===== src/rtl/fifo_demo_pkg.sv =====
// Shared definitions for the FIFO demo: drain FSM encoding, default widths
// and the fixed test words used by the write-side driver and the LED drain.
package fifo_demo_pkg;

    typedef enum logic [1:0] {
        IDLE    = 2'd0,
        POP     = 2'd1,
        CAPTURE = 2'd2,
        HOLD    = 2'd3
    } drain_state_t;

    localparam int DATA_W_DEF = 4;
    localparam int CNT_1SEC   = 125000000;

    localparam logic [3:0] PAT_A = 4'b1001;
    localparam logic [3:0] PAT_B = 4'b1110;

endpackage


===== src/rtl/fifo_led_drain_hold_timer.sv =====
// Hold-window timer: cleared by load, counts while run is high, and raises
// done on the last cycle of a HOLD_CYCLES-long window.
module fifo_led_drain_hold_timer #(
    parameter int HOLD_CYCLES = 125000000,
    parameter int CNT_W       = 27
) (
    input  logic CLK,
    input  logic srst,
    input  logic load,
    input  logic run,
    output logic done
);

    localparam logic [CNT_W-1:0] LAST = CNT_W'(HOLD_CYCLES - 1);

    logic [CNT_W-1:0] cnt;

    assign done = run && (cnt == LAST);

    // NOTE: sequential state uses non-blocking assignments so every flop
    // samples pre-edge values regardless of block ordering.
    always_ff @(posedge CLK) begin
        if (srst || load) begin
            cnt <= '0;
        end else if (run) begin
            cnt <= done ? '0 : cnt + 1'b1;
        end
    end

endmodule


===== src/rtl/fifo_led_drain.sv =====
// Empty-aware FIFO drain: pops one word, latches it onto the LEDs and holds
// it for HOLD_CYCLES before the next pop. All outputs are registered.
module fifo_led_drain
    import fifo_demo_pkg::*;
#(
    parameter int DATA_W      = DATA_W_DEF,
    parameter int HOLD_CYCLES = CNT_1SEC,
    parameter int CNT_W       = 27
) (
    input  logic              CLK,
    input  logic              srst,
    input  logic              enable,
    input  logic              fifo_empty,
    input  logic [DATA_W-1:0] fifo_dout,
    output logic              fifo_rd_en,
    output logic [DATA_W-1:0] led_data,
    output logic              led_valid,
    output logic [7:0]        word_count
);

    drain_state_t state;
    drain_state_t state_nxt;
    logic         hold_done;

    fifo_led_drain_hold_timer #(
        .HOLD_CYCLES (HOLD_CYCLES),
        .CNT_W       (CNT_W)
    ) u_hold_timer (
        .CLK  (CLK),
        .srst (srst),
        .load (state == CAPTURE),
        .run  (state == HOLD),
        .done (hold_done)
    );

    // NOTE: next-state is defaulted before the case so no path leaves it
    // unassigned, which would otherwise infer a latch.
    always_comb begin
        state_nxt = state;
        case (state)
            IDLE:    if (enable && !fifo_empty) state_nxt = POP;
            POP:     state_nxt = CAPTURE;
            CAPTURE: state_nxt = HOLD;
            HOLD:    if (hold_done) state_nxt = IDLE;
            default: state_nxt = IDLE;
        endcase
    end

    always_ff @(posedge CLK) begin
        if (srst) begin
            state      <= IDLE;
            fifo_rd_en <= 1'b0;
            led_data   <= '0;
            led_valid  <= 1'b0;
            word_count <= 8'd0;
        end else begin
            state      <= state_nxt;
            // Strobe is high exactly while the FSM sits in POP.
            fifo_rd_en <= (state_nxt == POP);
            if (state == CAPTURE) begin
                led_data   <= fifo_dout;
                led_valid  <= 1'b1;
                word_count <= word_count + 8'd1;
            end else if (state == HOLD && hold_done) begin
                led_valid  <= 1'b0;
            end
        end
    end

endmodule


===== config.mk =====
export PLATFORM = sky130hd
export DESIGN_NAME = fifo_led_drain
export DESIGN_NICKNAME = d
export VERILOG_FILES = /design/src/rtl/fifo_demo_pkg.sv /design/src/rtl/fifo_led_drain_hold_timer.sv /design/src/rtl/fifo_led_drain.sv
export SDC_FILE = /design/constraint.sdc
export NUM_CORES = 1
export LEC_CHECK = 0
export CAP_MARGIN = 40
export CELL_PAD_IN_SITES_DETAIL_PLACEMENT = 0
export CELL_PAD_IN_SITES_GLOBAL_PLACEMENT = 1
export CORE_MARGIN = 2
export CORE_UTILIZATION = 38
export CTS_CLUSTER_DIAMETER = 150
export DETAILED_ROUTE_END_ITERATION = 16
export PLACE_DENSITY_LB_ADDON = 0.1
export SYNTH_ARGS = -nofsm -noshare
export SYNTH_HDL_FRONTEND = slang
export SYNTH_SLANG_ARGS = --single-unit

===== constraint.sdc =====
create_clock -name CLK -period 2.05 [get_ports CLK]
set_clock_uncertainty 0.2 [all_clocks]
set_input_delay 0.3075 -clock CLK [delete_from_list [all_inputs] [get_ports CLK]]
set_output_delay 0.3075 -clock CLK [all_outputs]
set_load 0.02 [all_outputs]

-- Word level (Yosys, flattened, before mapping)
Cells that the tools add are included.
- $add $sub $neg: 2
- multipliers: 0
- divide/modulo/power cells: 0
- magnitude comparators: 0
- equal/unequal tests: 5
- shift operators: 0
- mux-type cells: 6
- bitwise operators: 0
- reductions and logical operators: 7
- operators with widths (cell ; number):
    adder 27 x 1 -> 27 bit, second input constant ; 1
    == test 27 bit, second input constant ; 1
    two-way mux 27 bit ; 1
    adder 8 x 1 -> 8 bit, second input constant ; 1
    case mux 2 bit (4 select lines) ; 1
    == test 2 x 1 -> 1 bit, second input constant ; 2
    == test 2 bit, second input constant ; 2
    two-way mux 2 bit ; 2
    logical AND 1 bit ; 3
    zero test 2 bit ; 1
    two-way mux 1 bit ; 2
    nonzero test 2 bit ; 1
    zero test 1 bit ; 1
    logical OR 1 bit ; 1
- register bits: 43
- bits in latches: 0
- memory bits (writable): 0
- ROM bits: 0
- input port bits: 8
- output and inout bits: 14
- word-level logic and storage cells: 26
- memories: 0

-- Depth between registers and ports, before layout
Gate-level depths: netlist (run 1).
- depth after elaboration: 5
- depth in mapped cells: 6
- gate-level depth less buffers: 5

-- Modules after synthesis
Synthesis (run 1) repeated with hierarchy kept, for this count alone.
- cell total of the unflattened synthesis: 232
- area, all modules: 1965.6 um2
- modules (own cells, without submodules) (module ; times used ; cells each ; area each (um2) ; seq. area each (um2)):
    fifo_led_drain_hold_timer ; 1 ; 159 ; 1327.5 ; 540.5
    fifo_led_drain ; 1 ; 73 ; 638.1 ; 320.3

-- Worst setup path before layout (run 1)
Ideal clock, no wire load.
- path type: register to register
- start point: register u_hold_timer.cnt[0]
- end point: register u_hold_timer.cnt[24]
- library setup time: 0.080 ns
- arrival time: 1.604 ns
- data required time: 1.770 ns
- slack: 0.166 ns
- stages on the path, launching flop included: 6
- path buffers: 0
- period minus slack after synthesis: 1.884 ns
- cell sequence: dfxtp_1 > ha_1 > and3_1 > nand2_4 > or4_1 > a211oi_2
- cells in the longest elaborated chain, start to end: 3
- elaborated cells on any way between the ends: 4
- those cells by class: add/sub (1); eq/ne (1); mux (1); reduce/logical (1)
- ends and longest elaborated chain (item ; line ; source):
    from (decl) ; fifo_led_drain_hold_timer.sv:16 ; logic [CNT_W-1:0] cnt;
    from (signal assigned) ; fifo_led_drain_hold_timer.sv:26 ; cnt <= done ? '0 : cnt + 1'b1;
    branches (longest 2 deep; another with adder 27 x 1 -> 27 bit) ; n/a ;
    two-way mux 27 bit (*) ; fifo_led_drain_hold_timer.sv:26 ;
Mark *: on every way between the ends.
A chain may end at the register's enable or synchronous reset.

-- Final worst setup path (run 1)
- start point: register u_hold_timer.cnt[4]
- end point: register u_hold_timer.cnt[19]
The elaborated chain is that of the path after synthesis.

==> results of run 1 <==
final timing paths:
kind / from / endpoint / slack [ns] / depth (start not counted)
max: u_hold_timer.cnt[4]$_SDFFE_PP0P_ / u_hold_timer.cnt[19]$_SDFFE_PP0P_ / 0.13 / 5
min: led_data[0]$_SDFFE_PP0P_ / led_data[0]$_SDFFE_PP0P_ / 0.25 / 2
max reg2reg: u_hold_timer.cnt[4]$_SDFFE_PP0P_ / u_hold_timer.cnt[19]$_SDFFE_PP0P_ / 0.13 / 5
min reg2reg: led_data[0]$_SDFFE_PP0P_ / led_data[0]$_SDFFE_PP0P_ / 0.25 / 2
metal layers:
layer | track usage | up-vias | part of all wire
met5 | 0 | - | 0
met4 | 0.0643 | 0 | 0.015
met1 | 0.240 | 847 | 0.52
li1 | - | 956 | -
met2 | 0.253 | 25 | 0.43
met3 | 0.0372 | 6 | 0.032
kinds of logic (layout without fill, tap and decap cells):
kind of cell               count (synthesis)  count (layout)  share of synthesized area
and+or+nand+nor                          119             119                      0.329
DFF                                       43              43                      0.420
AOI/OAI and AO/OA                         41              41                      0.131
xor gates and xnor gates                  16              16                     0.0684
buffers and inverters                     16              56                     0.0391
adders and majority gates                  2               2                     0.0122
layout make-up:
cell class | instances | area, um^2
fill | 523 | 2600
multi-input combinational | 178 | 1110
sequential | 43 | 861
timing repair buffer | 46 | 398
clock buffer | 7 | 96.3
tap | 70 | 87.6
clock inverter | 1 | 7.51
inverter | 2 | 7.51
flip-flops by register name, indices dropped and copies added (netlist names):
| signal | cells |
|---|---|
| fifo_rd_en | 1 |
| word_count | 8 |
| u_hold_timer.cnt | 27 |
| state | 2 |
| led_data | 4 |
| led_valid | 1 |
stage by stage:
step	setup slack [ns]	power, mW	utilization
4_1_cts	0.0644	1.60	0.495
2_1_floorplan	0.166	0.938	-
6_report	0.132	1.57	0.497
5_1_grt	0.00375	1.64	0.497
3_5_place_dp	0.0832	0.992	0.475
3_3_place_gp	0.0639	0.992	0.475
layout by cell type (no fill, tap or decap), types with 6 or more instances in the layout:
cell type                         Yosys  routed
sky130_fd_sc_hd__clkbuf_8             0       7
sky130_fd_sc_hd__a21oi_1             10      10
sky130_fd_sc_hd__buf_4                2      25
sky130_fd_sc_hd__dfxtp_1             43      43
sky130_fd_sc_hd__o21ai_0             11      11
sky130_fd_sc_hd__nand3_1              9       9
sky130_fd_sc_hd__and3_1               7       6
sky130_fd_sc_hd__a211oi_1             8       8
sky130_fd_sc_hd__nand2_1             23      23
sky130_fd_sc_hd__nor3_1              13      13
sky130_fd_sc_hd__or3_1                7       7
sky130_fd_sc_hd__clkdlybuf4s50_1      0      21
sky130_fd_sc_hd__nand4_1             16      16
sky130_fd_sc_hd__nor2_1              16      16
sky130_fd_sc_hd__xor2_1              15      15
worst register-to-register path, delay by kind of cell (launching register included):
family | cells | cell delay [ns]
compound gates | 1 | 0.26
buf+inv | 1 | 0.17
flops | 1 | 0.41
simple gates | 3 | 0.80
repair_timing:
item	4_1_cts	5_1_grt
gates resized for setup	0	4
setup endpoints to repair	0	11
setup buffers	0	1
where the power goes:
group	switching (mW)	internal, mW
logic	0.0629	0.0514
clock network	0.293	0.306
registers	0.00869	0.847
==> results by stage, run 1 <==
Status:
- The run finished with clean final reports.

Floorplan:
- The I/O pin count is 22.
- The die covers 6000 um^2.
- Measured along the x axis, the die boundary spans 77.4 um.
- The floorplan step defined a core boundary enclosing 5170 um^2.
- The initial cell density of the core is 0.396.
- The height of the chip is 77.4 um.
- The floorplan has 26 rows.

STA:
- Timing would allow up to 521 MHz.
- Across all hold checks on the routed design, the worst slack comes to 0.255 ns.
- Setup repair after global routing left no endpoint under its margin.
- The time the worst path needs with I/O delays and setup is 1.92 ns.
- The final-layout setup total negative slack is 0 ns.
- The actual transition at the worst max-transition pin is 0.346 ns.
- The final-report setup violation count is 0.
- The share of the clock period used by the worst path after layout is 0.935.
- The number of hold violations in the final report is 0.
- The max-slew violation count is 0.
- Measured against its own limit, the worst slew margin works out to 0.767.

Power:
- The total leakage power is 0.892 nW.
- The areal power density over the cells is 611 nW/um^2.
- The highest ir drop seen on vdd is 0.000262 V.

Place:
- Once placement finished, the instance area stood at 2450 um^2.
- The count of port buffers added during placement is 21.
- The instance count after placement with tap cells included is 338.
- The estimated wirelength of the detail-placed design is 3.33 mm.
- The congestion estimate from routability-driven global placement came to 0.750.

Finish:
- The finished layout holds 347 standard cells, fillers aside.
- The number of antenna diodes in the final layout is 0.
- Of the cells placed in the final design, the portion with a size suffix greater than 1 is 0.162.
- The net count of the finished layout is 286.
- The finished cells cover 2570 um^2.
- Relative to the synthesized area, the layout overhead comes to 25.5%.

Worst setup path:
- The number of buffers and inverters on the critical path is 1.
- The slowest stage of the critical path is the sky130_fd_sc_hd__dfxtp_1 cell.
- The arrival time reported for the critical path endpoint is 1.93 ns.
- The critical path is of the reg2reg type.
- STA classifies the critical path endpoint as a register.
- The worst stage delay on the critical path is 0.41 ns.
- Along the worst path, the maximum fanout reaches 11.
- The type of element launching the critical path is a register.
- Among cell families on the critical path, the largest total delay comes from simple AND/OR/NAND/NOR gates.
- The data required time at the worst endpoint is 2.06 ns.
- The critical path goes through and4_4, nand3_2, buf_4, or3_1, a211oi_1.

Logic synthesis:
- The number of warning messages in the yosys log is 0.
- The count of flip-flops with a built-in enable after synthesis is 0.
- Of the synthesized area, sequential elements account for 0.420.
- In this run the cell area of the synthesized design comes to 2050 um^2.
- The fraction of registers with async set/reset is 0.
- Counting flops and latches in the post-synthesis netlist gives 43.
- The number of standard cells after synthesis is 237.
- Sorting the synthesized cells by area gives the leading types as sky130_fd_sc_hd__dfxtp_1 (42%), sky130_fd_sc_hd__xor2_1 (6.4%), sky130_fd_sc_hd__nand4_1 (4.9%), sky130_fd_sc_hd__nand2_1 (4.2%), sky130_fd_sc_hd__nor3_1 (3.2%).
- The top cell type by total area after synthesis is sky130_fd_sc_hd__dfxtp_1.
- Synthesis instantiated 40 different standard cells from the library.
- By count the netlist is led by sky130_fd_sc_hd__dfxtp_1 (43), sky130_fd_sc_hd__nand2_1 (23), sky130_fd_sc_hd__nand4_1 (16), sky130_fd_sc_hd__nor2_1 (16), sky130_fd_sc_hd__xor2_1 (15).
- The share of synthesized area in the top cell type comes to 0.420.
- The synthesized net count is 247.
- The average instance area after synthesis is 8.65 um^2.
- In the synthesized netlist the dominant register cell turns out to be sky130_fd_sc_hd__dfxtp_1.
- The library cell with the highest instance count after synthesis is sky130_fd_sc_hd__dfxtp_1.

Global route:
- The first global-routing pass estimated 8.22 mm of wire.
- In the global route stage, overall resource usage came out at 0.170.
- Entering global routing, the biggest net connects 24 pins.
- The number of global-route vias before repair is 1698.
- The number of antenna violations at the first check in global routing was 0.
- Global routing finished with a remaining overflow of 0.

Detailed routing:
- After detailed routing, the number of vias per cell comes to 5.29.
- Once detail routing completed, the nets flagged for antenna violations numbered 0.
- In this run, the number of DRC markers left after iteration 0 of detailed routing was 69.
- After detailed routing, the average wire length per cell comes to 13.2 um.
- Across all layers, the routed design uses 1834 vias.
- The total wire length after detailed routing is 4.60 mm.
- For this run, design rule violations remaining after detail routing come to 0.
- The pre-antenna-repair detailed-routing pass consisted of 4 iterations.

CTS:
- The clock tree from TritonCTS is built.
- The number of hold buffers added after CTS is 0.
- The buffer depth of the longest clock path is 2.
- Buffers inserted during clock tree synthesis total 5.
- The number of sinks on the clock net is 43.
- The maximum level of the CTS H-tree is 2.
- Clock-pin slew was measured on the worst setup and hold paths at 0.08 ns.
- The later-pin clock latency in the skew report is 0.30 ns.
- In this run the clock root is driven by a sky130_fd_sc_hd__clkbuf_8.

Hold path:
- The class of the most critical hold timing path is reg2reg.

Flow run:
- The tool flagged a number of max-cap violations equal to 0.
(Power assumes the default switching activity.)
==> inputs of run 2 (changes only) <==
--- a/config.mk
+++ b/config.mk
@@ -5,7 +5,7 @@
 export SDC_FILE = /design/constraint.sdc
 export NUM_CORES = 1
 export LEC_CHECK = 0
-export CAP_MARGIN = 40
+export CAP_MARGIN = 20
 export CELL_PAD_IN_SITES_DETAIL_PLACEMENT = 0
 export CELL_PAD_IN_SITES_GLOBAL_PLACEMENT = 1
 export CORE_MARGIN = 2
==> results of run 2 <==
The final DEF is identical to that of run 1; final timing and power are the same.
